===== config.mk =====
export PLATFORM = sky130hd
export DESIGN_NAME = bus_ctrl
export DESIGN_NICKNAME = d
export VERILOG_FILES = /design/src/rtl/bus_ctrl.sv
export SDC_FILE = /design/constraint.sdc
export NUM_CORES = 1
export LEC_CHECK = 0
export BUFFER_PORTS_ARGS = -buffer_cell sky130_fd_sc_hd__buf_4
export CORE_MARGIN = 4
export CORE_UTILIZATION = 48
export DETAILED_ROUTE_END_ITERATION = 12
export GPL_ROUTABILITY_DRIVEN = 0
export PLACE_DENSITY_LB_ADDON = 0.2
export SLEW_MARGIN = 25
export SYNTH_ARGS = -nofsm -noshare
export SYNTH_HDL_FRONTEND = slang
export SYNTH_SLANG_ARGS = --single-unit

===== constraint.sdc =====
create_clock -name clk -period 4.8 [get_ports clk]
set_clock_uncertainty 0.05 [all_clocks]
set_input_delay 0.24 -clock clk [delete_from_list [all_inputs] [get_ports clk]]
set_output_delay 0.24 -clock clk [all_outputs]
set_load 0.005 [all_outputs]

===== src/rtl/bus_ctrl.sv =====
// bus_ctrl: CPU data-bus controller serving a synchronous SRAM with fixed wait states and a memory-mapped IO port.
// Defining BUSCTRL_IO_TIMEOUT_EN adds an IO acknowledge timeout with a sticky bus_err flag.
module bus_ctrl #(
  parameter int MEM_ADDR_WIDTH = 14,
  parameter int MEM_WAIT       = 1,
  parameter int IO_TIMEOUT     = 255
) (
  input  logic                      clk,
  input  logic                      res,
  input  logic [31:0]               db_addr,
  input  logic [31:0]               db_dataOut,
  input  logic                      db_re,
  input  logic                      db_we,
  input  logic                      db_io,
  output logic [31:0]               db_dataIn,
  output logic                      db_ready,
  output logic [MEM_ADDR_WIDTH-1:0] mem_addr,
  output logic [31:0]               mem_wdata,
  output logic                      mem_en,
  output logic                      mem_we,
  input  logic [31:0]               mem_rdata,
  output logic [31:0]               io_addr,
  output logic [31:0]               io_wdata,
  output logic                      io_re,
  output logic                      io_we,
  input  logic [31:0]               io_rdata,
  input  logic                      io_ack,
  output logic                      bus_err,
  output logic [2:0]                dbg_state_o
);

  // Handshake: the CPU holds db_re/db_we until the one-cycle db_ready strobe and
  // drops or changes them afterwards; io_re/io_we stay stable until io_ack is seen in IO_REQ.
  typedef enum logic [2:0] {
    S_IDLE     = 3'd0,
    S_MEM_ACC  = 3'd1,
    S_MEM_WAIT = 3'd2,
    S_IO_REQ   = 3'd3,
    S_RESP     = 3'd4
  } state_e;

  localparam bit        HAS_WAIT  = (MEM_WAIT > 0);
  localparam logic [3:0] WAIT_LAST = HAS_WAIT ? 4'(MEM_WAIT - 1) : 4'd0;

  state_e      state_q, state_d;
  logic [31:0] addr_q, addr_d;
  logic [31:0] wdata_q, wdata_d;
  logic [31:0] io_rdata_q, io_rdata_d;
  logic        we_q, we_d;
  logic        io_q, io_d;
  logic [3:0]  wait_cnt_q, wait_cnt_d;
  logic        bus_err_q, bus_err_d;
  logic        req;
  logic        io_timeout;

  assign req = db_re | db_we;

`ifdef BUSCTRL_IO_TIMEOUT_EN
  logic [15:0] to_cnt_q, to_cnt_d;

  // Counter holds at the limit; it is cleared whenever the FSM is outside IO_REQ.
  assign io_timeout = (to_cnt_q == 16'(IO_TIMEOUT));

  always_comb begin
    to_cnt_d = 16'd0;
    if (state_q == S_IO_REQ) begin
      to_cnt_d = io_timeout ? to_cnt_q : to_cnt_q + 16'd1;
    end
  end

  always_ff @(posedge clk or posedge res) begin
    if (res) begin
      to_cnt_q <= 16'd0;
    end else begin
      to_cnt_q <= to_cnt_d;
    end
  end
`else
  logic unused_io_timeout_cfg;
  assign io_timeout            = 1'b0;
  assign unused_io_timeout_cfg = ^(32'(IO_TIMEOUT));
`endif

  // State register
  always_ff @(posedge clk or posedge res) begin
    if (res) begin
      state_q <= S_IDLE;
    end else begin
      state_q <= state_d;
    end
  end

  // Next-state logic
  always_comb begin
    state_d = state_q;
    case (state_q)
      S_IDLE: begin
        if (req) begin
          state_d = db_io ? S_IO_REQ : S_MEM_ACC;
        end
      end
      S_MEM_ACC:  state_d = HAS_WAIT ? S_MEM_WAIT : S_RESP;
      S_MEM_WAIT: begin
        if (wait_cnt_q == WAIT_LAST) begin
          state_d = S_RESP;
        end
      end
      S_IO_REQ: begin
        if (io_ack || io_timeout) begin
          state_d = S_RESP;
        end
      end
      S_RESP:  state_d = S_IDLE;
      default: state_d = S_IDLE;
    endcase
  end

  // Request latches, wait counter, IO read latch and sticky error
  always_comb begin
    addr_d     = addr_q;
    wdata_d    = wdata_q;
    we_d       = we_q;
    io_d       = io_q;
    io_rdata_d = io_rdata_q;
    wait_cnt_d = wait_cnt_q;
    bus_err_d  = bus_err_q;
    case (state_q)
      S_IDLE: begin
        if (req) begin
          addr_d     = db_addr;
          wdata_d    = db_dataOut;
          we_d       = db_we;
          io_d       = db_io;
          io_rdata_d = 32'h0;
        end
      end
      S_MEM_ACC:  wait_cnt_d = 4'd0;
      S_MEM_WAIT: wait_cnt_d = wait_cnt_q + 4'd1;
      S_IO_REQ: begin
        // A late ack in the expiry cycle still completes the access normally.
        if (io_ack) begin
          io_rdata_d = io_rdata;
        end else if (io_timeout) begin
          io_rdata_d = 32'hFFFF_FFFF;
          bus_err_d  = 1'b1;
        end
      end
      default: ;
    endcase
  end

  always_ff @(posedge clk or posedge res) begin
    if (res) begin
      addr_q     <= 32'h0;
      wdata_q    <= 32'h0;
      we_q       <= 1'b0;
      io_q       <= 1'b0;
      io_rdata_q <= 32'h0;
      wait_cnt_q <= 4'd0;
      bus_err_q  <= 1'b0;
    end else begin
      addr_q     <= addr_d;
      wdata_q    <= wdata_d;
      we_q       <= we_d;
      io_q       <= io_d;
      io_rdata_q <= io_rdata_d;
      wait_cnt_q <= wait_cnt_d;
      bus_err_q  <= bus_err_d;
    end
  end

  // Output decode
  always_comb begin
    db_ready    = 1'b0;
    db_dataIn   = 32'h0;
    mem_en      = 1'b0;
    mem_we      = 1'b0;
    mem_addr    = addr_q[MEM_ADDR_WIDTH+1:2];
    mem_wdata   = wdata_q;
    io_addr     = addr_q;
    io_wdata    = wdata_q;
    io_re       = 1'b0;
    io_we       = 1'b0;
    bus_err     = bus_err_q;
    dbg_state_o = state_q;
    case (state_q)
      S_MEM_ACC: begin
        mem_en = 1'b1;
        mem_we = we_q;
      end
      S_IO_REQ: begin
        io_re = ~we_q;
        io_we = we_q;
      end
      S_RESP: begin
        db_ready = 1'b1;
        if (!we_q) begin
          db_dataIn = io_q ? io_rdata_q : mem_rdata;
        end
      end
      default: ;
    endcase
  end

endmodule


* Word-level counts from Yosys, hierarchy flattened
Cells that the tools add are included.
** Cells by class
- Div/mod/pow operators :: 0
- Multiplexer cells :: 17
- Reduce and logical (&&, ||, !) cells :: 7
- Eq/ne operators :: 7
- Add/subtract/negate cells :: 1
- Bitwise gates (word level) :: 2
- $lt $le $gt $ge :: 0
- $mul :: 0
- Shift operators :: 0
** Operator list (count)
- 2-to-1 mux 32 bit :: 5
- one-hot mux 32 bit (2 select lines) :: 1
- one-hot mux 3 bit (4 select lines) :: 1
- 2-to-1 mux 3 bit :: 3
- one-hot mux 4 bit (2 select lines) :: 1
- == test 3 x 2 -> 1 bit (second input constant) :: 2
- inequality test 2 bit (second input constant) :: 3
- AND reduction 3 bit :: 2
- 2-to-1 mux 1 bit :: 5
- adder 4 x 1 -> 4 bit (second input constant) :: 1
- zero test 4 bit :: 1
- nonzero test 2 bit :: 2
- == test 3 x 1 -> 1 bit (second input constant) :: 1
- == test 3 bit (second input constant) :: 1
- zero test 3 bit :: 1
- 2-to-1 mux 2 bit :: 1
- AND reduction 2 bit :: 1
- inverter 1 bit :: 1
- bitwise OR 1 bit :: 1
** Storage, ports and cells
- Latch bits :: 0
- ROM bits :: 0
- Memories kept :: 0
- Flip-flop bits (word level) :: 105
- Bits in writable memories :: 0
- Output and inout bits :: 151

* Longest topological paths before layout
Gate-level depths: netlist (run 1).
- Word-level depth :: 3
- Gate-level depth with buffers :: 6
- Gate-level depth less buffers :: 5

* Least setup slack after synthesis (run 1)
OpenSTA, ideal clock, no wires.
- Kind :: register -> register
- Start point :: register state_q[2] (netlist: dbg_state_o[2])
- End point :: register wdata_q[0] (netlist: io_wdata[0])
- Slack :: 3145 ps
- Arrival :: 1480 ps
- Required time :: 4625 ps
- Cell stages (with the launch flop) :: 7
- Buffers on the path :: 3
- Path through :: dfrtp_1 > nor3_2 > o21a_1 > buf_6 > buf_8 > buf_8 > mux2_4
** On the way
- Word-level cells in the longest chain between the ends :: 2
** RTL lines
- start, declared :: line 45 : state_e state_q, state_d;
- start signal, assigned :: line 89 : state_q <= state_d;
- zero test 3 bit :: line 127 : case (state_q)
- AND reduction 2 bit (no line)
- end signal, assigned :: line 163 : wdata_q <= wdata_d;
- end, declared :: line 47 : logic [31:0] wdata_q, wdata_d;
Every way passes these cells.
A chain may end at the register's enable or synchronous reset.

* Worst setup path after layout (run 1)
- Start point :: register state_q[0] (netlist: dbg_state_o[0])
- End point :: output db_dataIn[24]
** On the way
- Word-level cells in the longest chain between the ends :: 2
** RTL lines
- == test 3 bit :: line 186 : case (state_q)
- 2-to-1 mux 32 bit :: line 186
- end, declared :: line 15 : output logic [31:0] db_dataIn,
Every way passes these cells.

==> results of run 1 <==
per-stage QoR:
step                utilization (%)  hold slack, ns
floorplan                         -           0.287
global placement               66.8           0.275
detailed placement             66.9           0.278
CTS                            68.9          0.0178
global route                   68.9          0.0200
finish                         68.9          0.0344
area by class of cell:
type	instances	area share (%)
clock inverters	6	0.774
well taps	136	2.39
flip-flops and latches	105	37.0
inverters	5	0.299
multi-input cells	269	27.1
clock buffers	10	1.94
repair buffers	288	30.5
synth_stat cells, types with 2 or more instances:
cell type	number	area share (%)
a21oi_1	4	0.39
and2_1	2	0.25
buf_2	7	0.69
buf_4	51	7.5
buf_8	2	0.59
clkbuf_1	13	0.96
dfrtp_1	105	52
ha_1	2	0.49
inv_1	5	0.37
mux2_2	48	11
mux2_4	17	5.0
mux2i_1	32	6.3
nand2_1	66	4.9
nand2b_1	2	0.25
nor2_1	36	2.7
nor2b_1	2	0.25
o21a_1	2	0.29
o21ai_0	38	3.7
sequential cells by signal, indices dropped and copies added (netlist names):
signal	cells
dbg_state_o	3
io_addr	32
io_q	1
io_rdata_q	32
io_wdata	32
wait_cnt_q	4
we_q	1
how the worst min path moves through the flow:
stage	start	end	slack [ns]	cells after the start
2_1_floorplan	io_ack	dbg_state_o[0]	0.29	1
3_3_place_gp	res	io_addr[21]	0.28	2
3_5_place_dp	res	io_addr[16]	0.28	2
4_1_cts	io_rdata[19]	io_rdata_q[19]	0.02	3
5_1_grt	io_rdata[26]	io_rdata_q[26]	0.02	3
6_report	io_rdata[19]	io_rdata_q[19]	0.03	3
placed cells by master, fill, tap and decap left out, types with 2 or more instances in the layout:
master / synthesis / final
nand2b_1: 2 / 2
clkbuf_8: 0 / 10
mux2i_1: 32 / 32
inv_1: 5 / 4
ha_1: 2 / 2
buf_4: 51 / 286
mux2_2: 48 / 48
nor2_1: 36 / 36
dfrtp_1: 105 / 104
a21oi_1: 4 / 4
mux2_4: 17 / 17
nand2_1: 66 / 66
and2_1: 2 / 2
o21ai_0: 38 / 38
inv_6: 0 / 4
nor2b_1: 2 / 2
cell families after synthesis:
logic type | count (synthesis) | synth area share [%]
other cells | 1 | 0.0736
flops | 105 | 51.6
compound gates | 51 | 5.48
simple gates | 118 | 9.73
mux | 97 | 21.9
buf+inv | 80 | 10.7
fa+ha+maj | 2 | 0.491
power by group through the flow:
stage / Sequential [mW] / Combinational [mW] / Clock [mW]
6_report: 1.76 / 1.99 / 0.534
2_1_floorplan: 1.62 / 1.36 / 0
3_5_place_dp: 1.78 / 2.02 / 0
4_1_cts: 1.77 / 2.03 / 0.552
5_1_grt: 1.84 / 2.17 / 0.587
3_3_place_gp: 1.75 / 1.97 / 0
critical path, cell delays in order, from the launching register on:
cell	delay, ns
dfrtp_1	0.56
nor2_1	0.36
nand3b_1	0.43
buf_6	0.32
nor2_1	0.19
buf_4	0.14
metal layers:
layer  up-vias  wire length [um]
met2       185              7060
li1       1917                 -
met5         -                 0
met4         0               278
met1      1897              5240
met3        19              1410
==> impl_metrics.env, run 1 <==
export IMPL_relSlewSlack_pct=36.1
export IMPL_post_cts_resize_count=0
export IMPL_instances_no_fill=819
export IMPL_p_int_mw=2.80
export IMPL_r2r_cells=4
export IMPL_diodes=0
export IMPL_cts_setup_buffers=0
export IMPL_critical_path_class="reg2out"
export IMPL_setup_slack_ns=2.16
export IMPL_ys_async_sr_fraction_pct=100
export IMPL_synth_seq_cells=105
export IMPL_grtUsageTotal_pct=22.3
export IMPL_pwr_share_comb_pct=46.5
export IMPL_critPathLaunchType="register"
export IMPL_start_util_pct=49.3
export IMPL_synth_cell_types=38
export IMPL_total_power_mw=4.29
export IMPL_busiest_layer="met2"
export IMPL_grt_util_met2_pct=39.0
export IMPL_swShare_pct=34.6
export IMPL_clockPowerShare_pct=12.5
export IMPL_post_route_drc_count=0
export IMPL_ctsHoldBuffers=1
export IMPL_syn_avg_cell_area_um2=11.2
export IMPL_ant_nets=0
export IMPL_fin_area_um2=7110
export IMPL_r2r_end="io_wdata[3]"
export IMPL_coreArea_um2=10300
export IMPL_rsz0062_at_grt="false"
export IMPL_hold_viol_final=0
export IMPL_multi_input_area_um2=1930
export IMPL_rows=37
export IMPL_dp_cells=802
export IMPL_first_iter_violations=197
export IMPL_cts_root_buf="clkbuf_8"
export IMPL_worst_setup_path_end_kind="output pin"
export IMPL_drtPass1Iterations=5
export IMPL_grt_util_met1_pct=25.5
export IMPL_worst_pin_slew_ns=0.958
export IMPL_cts_buffers=9
export IMPL_crit_path_start="dbg_state_o[0]"
export IMPL_wire_per_inst_um=17.1
export IMPL_clkTransAtPathRegs_ns=0.11
export IMPL_fill_cells=800
export IMPL_postSynth_topFlopCell="dfrtp_1"
export IMPL_cts_sinks=105
export IMPL_io_buffers=283
export IMPL_routed_via_density=4.91
export IMPL_die_y_um=111
export IMPL_grt_max_degree=71
export IMPL_maxSlewViolCount=0
export IMPL_fin_crit_sh_pct=55.1
export IMPL_die_w_um=111
export IMPL_dp_hpwl_um=10800
export IMPL_arrival_ns=2.35
export IMPL_rr_startpoint="dbg_state_o[2]"
export IMPL_critPathMaxFanout=21
export IMPL_seq_area_frac_synth_pct=51.6
export IMPL_min_period_ns=2.64
export IMPL_mappedNetlistArea_um2=5090
export IMPL_syn_inst=454
export IMPL_post_place_ws_ns=2.16
export IMPL_dr_total_vias=4018
export IMPL_crit_required_ns=4.51
export IMPL_synth_warnings=0
export IMPL_min_path_type="in2reg"
export IMPL_tns_ns=0
export IMPL_status="finished clean"
export IMPL_dieArea_um2=12300
export IMPL_syn2layout_area_growth_pct=39.6
export IMPL_first_global_vias=4282
export IMPL_drive_gt1_share_pct=54.6
export IMPL_final_setup_viol_count=0
export IMPL_synth_edf_count=0
export IMPL_clk_latency_ns=0.35
export IMPL_io_pins=285
export IMPL_overflow=0
export IMPL_final_nets=814
export IMPL_h_tree_depth=3
export IMPL_cts_tree="built"
export IMPL_switchingPower_mw=1.48
export IMPL_ff_latch_area_um2=2630
export IMPL_maxCapViolCount=0
export IMPL_postPlaceCellArea_um2=6910
export IMPL_routed_wl_um=14000
export IMPL_grt_pass1_wl_um=22200
export IMPL_max_vdd_ir_drop_mv=0.329
export IMPL_grtUsageMet3_pct=8.13
export IMPL_r2r_slack_ns=2.16
export IMPL_crit_end="db_dataIn[24]"
export IMPL_syn_num_nets=590
export IMPL_ctsLongestPathBuffers=2
export IMPL_leakage_nw=3.56
export IMPL_grt_antenna_before_repair=0
export IMPL_clock_fmax_mhz=378
export IMPL_power_density_nw_per_um2=603
export IMPL_seq_power_share_pct=41.1
No activity file was read; power rests on OpenSTA's default activity.
==> inputs of run 2 (changes only) <==
--- a/config.mk
+++ b/config.mk
@@ -5,9 +5,10 @@
 export SDC_FILE = /design/constraint.sdc
 export NUM_CORES = 1
 export LEC_CHECK = 0
+export ABC_AREA = 1
 export BUFFER_PORTS_ARGS = -buffer_cell sky130_fd_sc_hd__buf_4
 export CORE_MARGIN = 4
-export CORE_UTILIZATION = 48
+export CORE_UTILIZATION = 40
 export DETAILED_ROUTE_END_ITERATION = 12
 export GPL_ROUTABILITY_DRIVEN = 0
 export PLACE_DENSITY_LB_ADDON = 0.2
==> constraint.sdc (replaced) <==
create_clock -name clk -period 2.2 [get_ports clk]
set_clock_uncertainty 0.05 [all_clocks]
set_input_delay 0.11 -clock clk [delete_from_list [all_inputs] [get_ports clk]]
set_output_delay 0.11 -clock clk [all_outputs]
set_load 0.005 [all_outputs]
==> run 2 against run 1 <==
  * Die area increased by 17%
  * Sequential cell count unchanged
  * Sequential power increased by 94%
  * Clock power increased to 2.8 times the previous value
  * Utilization decreased by 1.1 points
  * Power increased by 120%
  * Hold slack improved by 0.059 ns
  * Cell count increased by 37%
  * Critical path type unchanged
==> impl_metrics.env, run 2 <==
export IMPL_drive_gt1_share_pct=32.9
export IMPL_r2r_cells=6
export IMPL_clock_fmax_mhz=527
export IMPL_dieArea_um2=14400
export IMPL_r2r_end="io_rdata_q[30]"
export IMPL_worst_pin_slew_ns=0.668
export IMPL_rr_startpoint="dbg_state_o[1]"
export IMPL_cts_tree="built"
export IMPL_maxCapViolCount=0
export IMPL_synth_area_top_cells="dfrtp_1, nand2_1, buf_4"
export IMPL_mappedNetlistArea_um2=5000
export IMPL_syn_inst=628
export IMPL_routed_wl_um=16000
export IMPL_die_y_um=120
export IMPL_final_nets=1086
export IMPL_post_route_drc_count=0
export IMPL_leakage_nw=4.47
export IMPL_synth_edf_count=0
export IMPL_timing_hold_ws_ns=0.0938
export IMPL_seq_area_frac_synth_pct=52.5
export IMPL_tns_ns=0
export IMPL_syn2layout_area_growth_pct=64.1
export IMPL_synthTopCellsByCount="nand2_1, dfrtp_1, inv_1"
export IMPL_cts_setup_buffers=0
export IMPL_instances_no_fill=1123
export IMPL_final_setup_viol_count=0
export IMPL_io_buffers=283
export IMPL_syn_avg_cell_area_um2=7.97
export IMPL_power_density_nw_per_um2=1130
export IMPL_crit_required_ns=2.04
export IMPL_rsz0062_at_grt="false"
export IMPL_clk_latency_ns=0.34
export IMPL_cts_buffers=9
export IMPL_first_iter_violations=280
export IMPL_routed_via_density=4.53
export IMPL_cts_root_buf="clkbuf_16"
export IMPL_setup_slack_ns=0.303
export IMPL_layout_commonest_cell="buf_4"
export IMPL_dp_hpwl_um=10800
export IMPL_synth_seq_cells=105
export IMPL_io_pins=285
export IMPL_maxSlewViolCount=0
export IMPL_dr_total_vias=5092
export IMPL_total_power_mw=9.25
export IMPL_min_delay_start="io_ack"
export IMPL_clkTransAtPathRegs_ns=0.07
export IMPL_max_vdd_ir_drop_mv=0.804
export IMPL_grtUsageTotal_pct=22.0
export IMPL_fin_crit_sh_pct=86.2
export IMPL_final_cell_mix="buf_4, nand2_1, dfrtp_1"
export IMPL_grt_pass1_wl_um=25500
export IMPL_min_path_type="in2reg"
export IMPL_critPathLaunchType="register"
export IMPL_status="finished clean"
export IMPL_multi_input_area_um2=1590
export IMPL_postSynth_topFlopCell="dfrtp_1"
export IMPL_ctsHoldBuffers=99
export IMPL_min_period_ns=1.90
export IMPL_r2r_slack_ns=0.37
export IMPL_drtPass1Iterations=4
export IMPL_start_util_pct=41.3
export IMPL_ys_async_sr_fraction_pct=100
export IMPL_fin_area_um2=8210
export IMPL_wire_per_inst_um=14.2
export IMPL_netlist_area_leader_share_pct=52.5
export IMPL_ff_latch_area_um2=2630
export IMPL_fill_cells=961
export IMPL_ctsLongestPathBuffers=2
export IMPL_synth_cell_types=21
export IMPL_post_route_util_pct=67.8
export IMPL_hold_viol_final=0
export IMPL_critical_path_class="reg2out"
export IMPL_overflow=0
export IMPL_synth_top_cell_by_area="dfrtp_1"
export IMPL_dp_cells=1008
export IMPL_rows=40
export IMPL_syn_num_nets=764
export IMPL_post_place_ws_ns=0.398
export IMPL_arrival_ns=1.74
export IMPL_post_cts_resize_count=0
export IMPL_critPathMaxFanout=32
export IMPL_relSlewSlack_pct=55.4
export IMPL_ant_nets=0
export IMPL_diodes=0
export IMPL_worst_setup_path_end_kind="output pin"
export IMPL_first_global_vias=5127
export IMPL_yosysMostFrequentCell="nand2_1"
export IMPL_hold_end="dbg_state_o[0]"
export IMPL_grt_max_degree=65
export IMPL_coreArea_um2=12100
export IMPL_cts_sinks=105
export IMPL_die_w_um=120
export IMPL_h_tree_depth=3
export IMPL_whs_path_depth=4
export IMPL_grt_antenna_before_repair=0
export IMPL_postPlaceCellArea_um2=6940
export IMPL_synth_warnings=0
==> run 2: layout make-up <==
class | instances | area share [%]
clock inverters | 4 | 0.351
well taps | 168 | 2.56
flip-flops and latches | 105 | 32.0
inverters | 76 | 3.52
repair buffers | 389 | 39.2
multi-input cells | 369 | 19.4
clock buffers | 12 | 3.00
==> run 2: metal layers <==
metal | global-route usage [%] | routed length (um) | part of all wire, % | up-vias
met5 | 0 | 0 | 0 | -
met4 | 9.74 | 447 | 2.8 | 0
met3 | 4.38 | 861 | 5.4 | 34
met2 | 39.2 | 8410 | 53 | 195
met1 | 25.6 | 6260 | 39 | 2348
li1 | - | - | - | 2515
==> run 2: power breakdown <==
| group | internal [mW] | total [mW] | switching [mW] |
|---|---|---|---|
| Sequential | 2.77 | 3.42 | 0.656 |
| Combinational | 2.18 | 4.33 | 2.15 |
| Clock | 0.800 | 1.49 | 0.692 |
==> run 2: worst max-delay path, cell delays in order (launching register included) <==
cell     delay [ns]
dfrtp_1        0.48
nor3_2         0.25
nand2_1        0.08
buf_4          0.23
a21oi_1        0.19
buf_4          0.15
==> run 2: how the worst max path moves through the flow <==
stage	from	to	slack, ns	cells past startpoint
floorplan	res	dbg_state_o[0]	0.78	1
global placement	dbg_state_o[1]	io_rdata_q[20]	0.51	6
detailed placement	dbg_state_o[1]	io_rdata_q[14]	0.40	6
CTS	dbg_state_o[1]	db_dataIn[12]	0.32	5
global route	dbg_state_o[0]	io_rdata_q[0]	0.17	5
finish	dbg_state_o[1]	db_dataIn[15]	0.30	5
==> run 2: kinds of logic (layout without fill, tap and decap cells) <==
| group | count (synthesis) | in the layout | share of synthesized area, % |
|---|---|---|---|
| fa+ha+maj | 2 | 2 | 0.500 |
| simple gates | 261 | 261 | 20.3 |
| compound gates | 103 | 103 | 10.3 |
| flops | 105 | 105 | 52.5 |
| buf+inv | 154 | 481 | 15.9 |
| other cells | 1 | 1 | 0.0750 |
| xor+xnor | 2 | 2 | 0.350 |
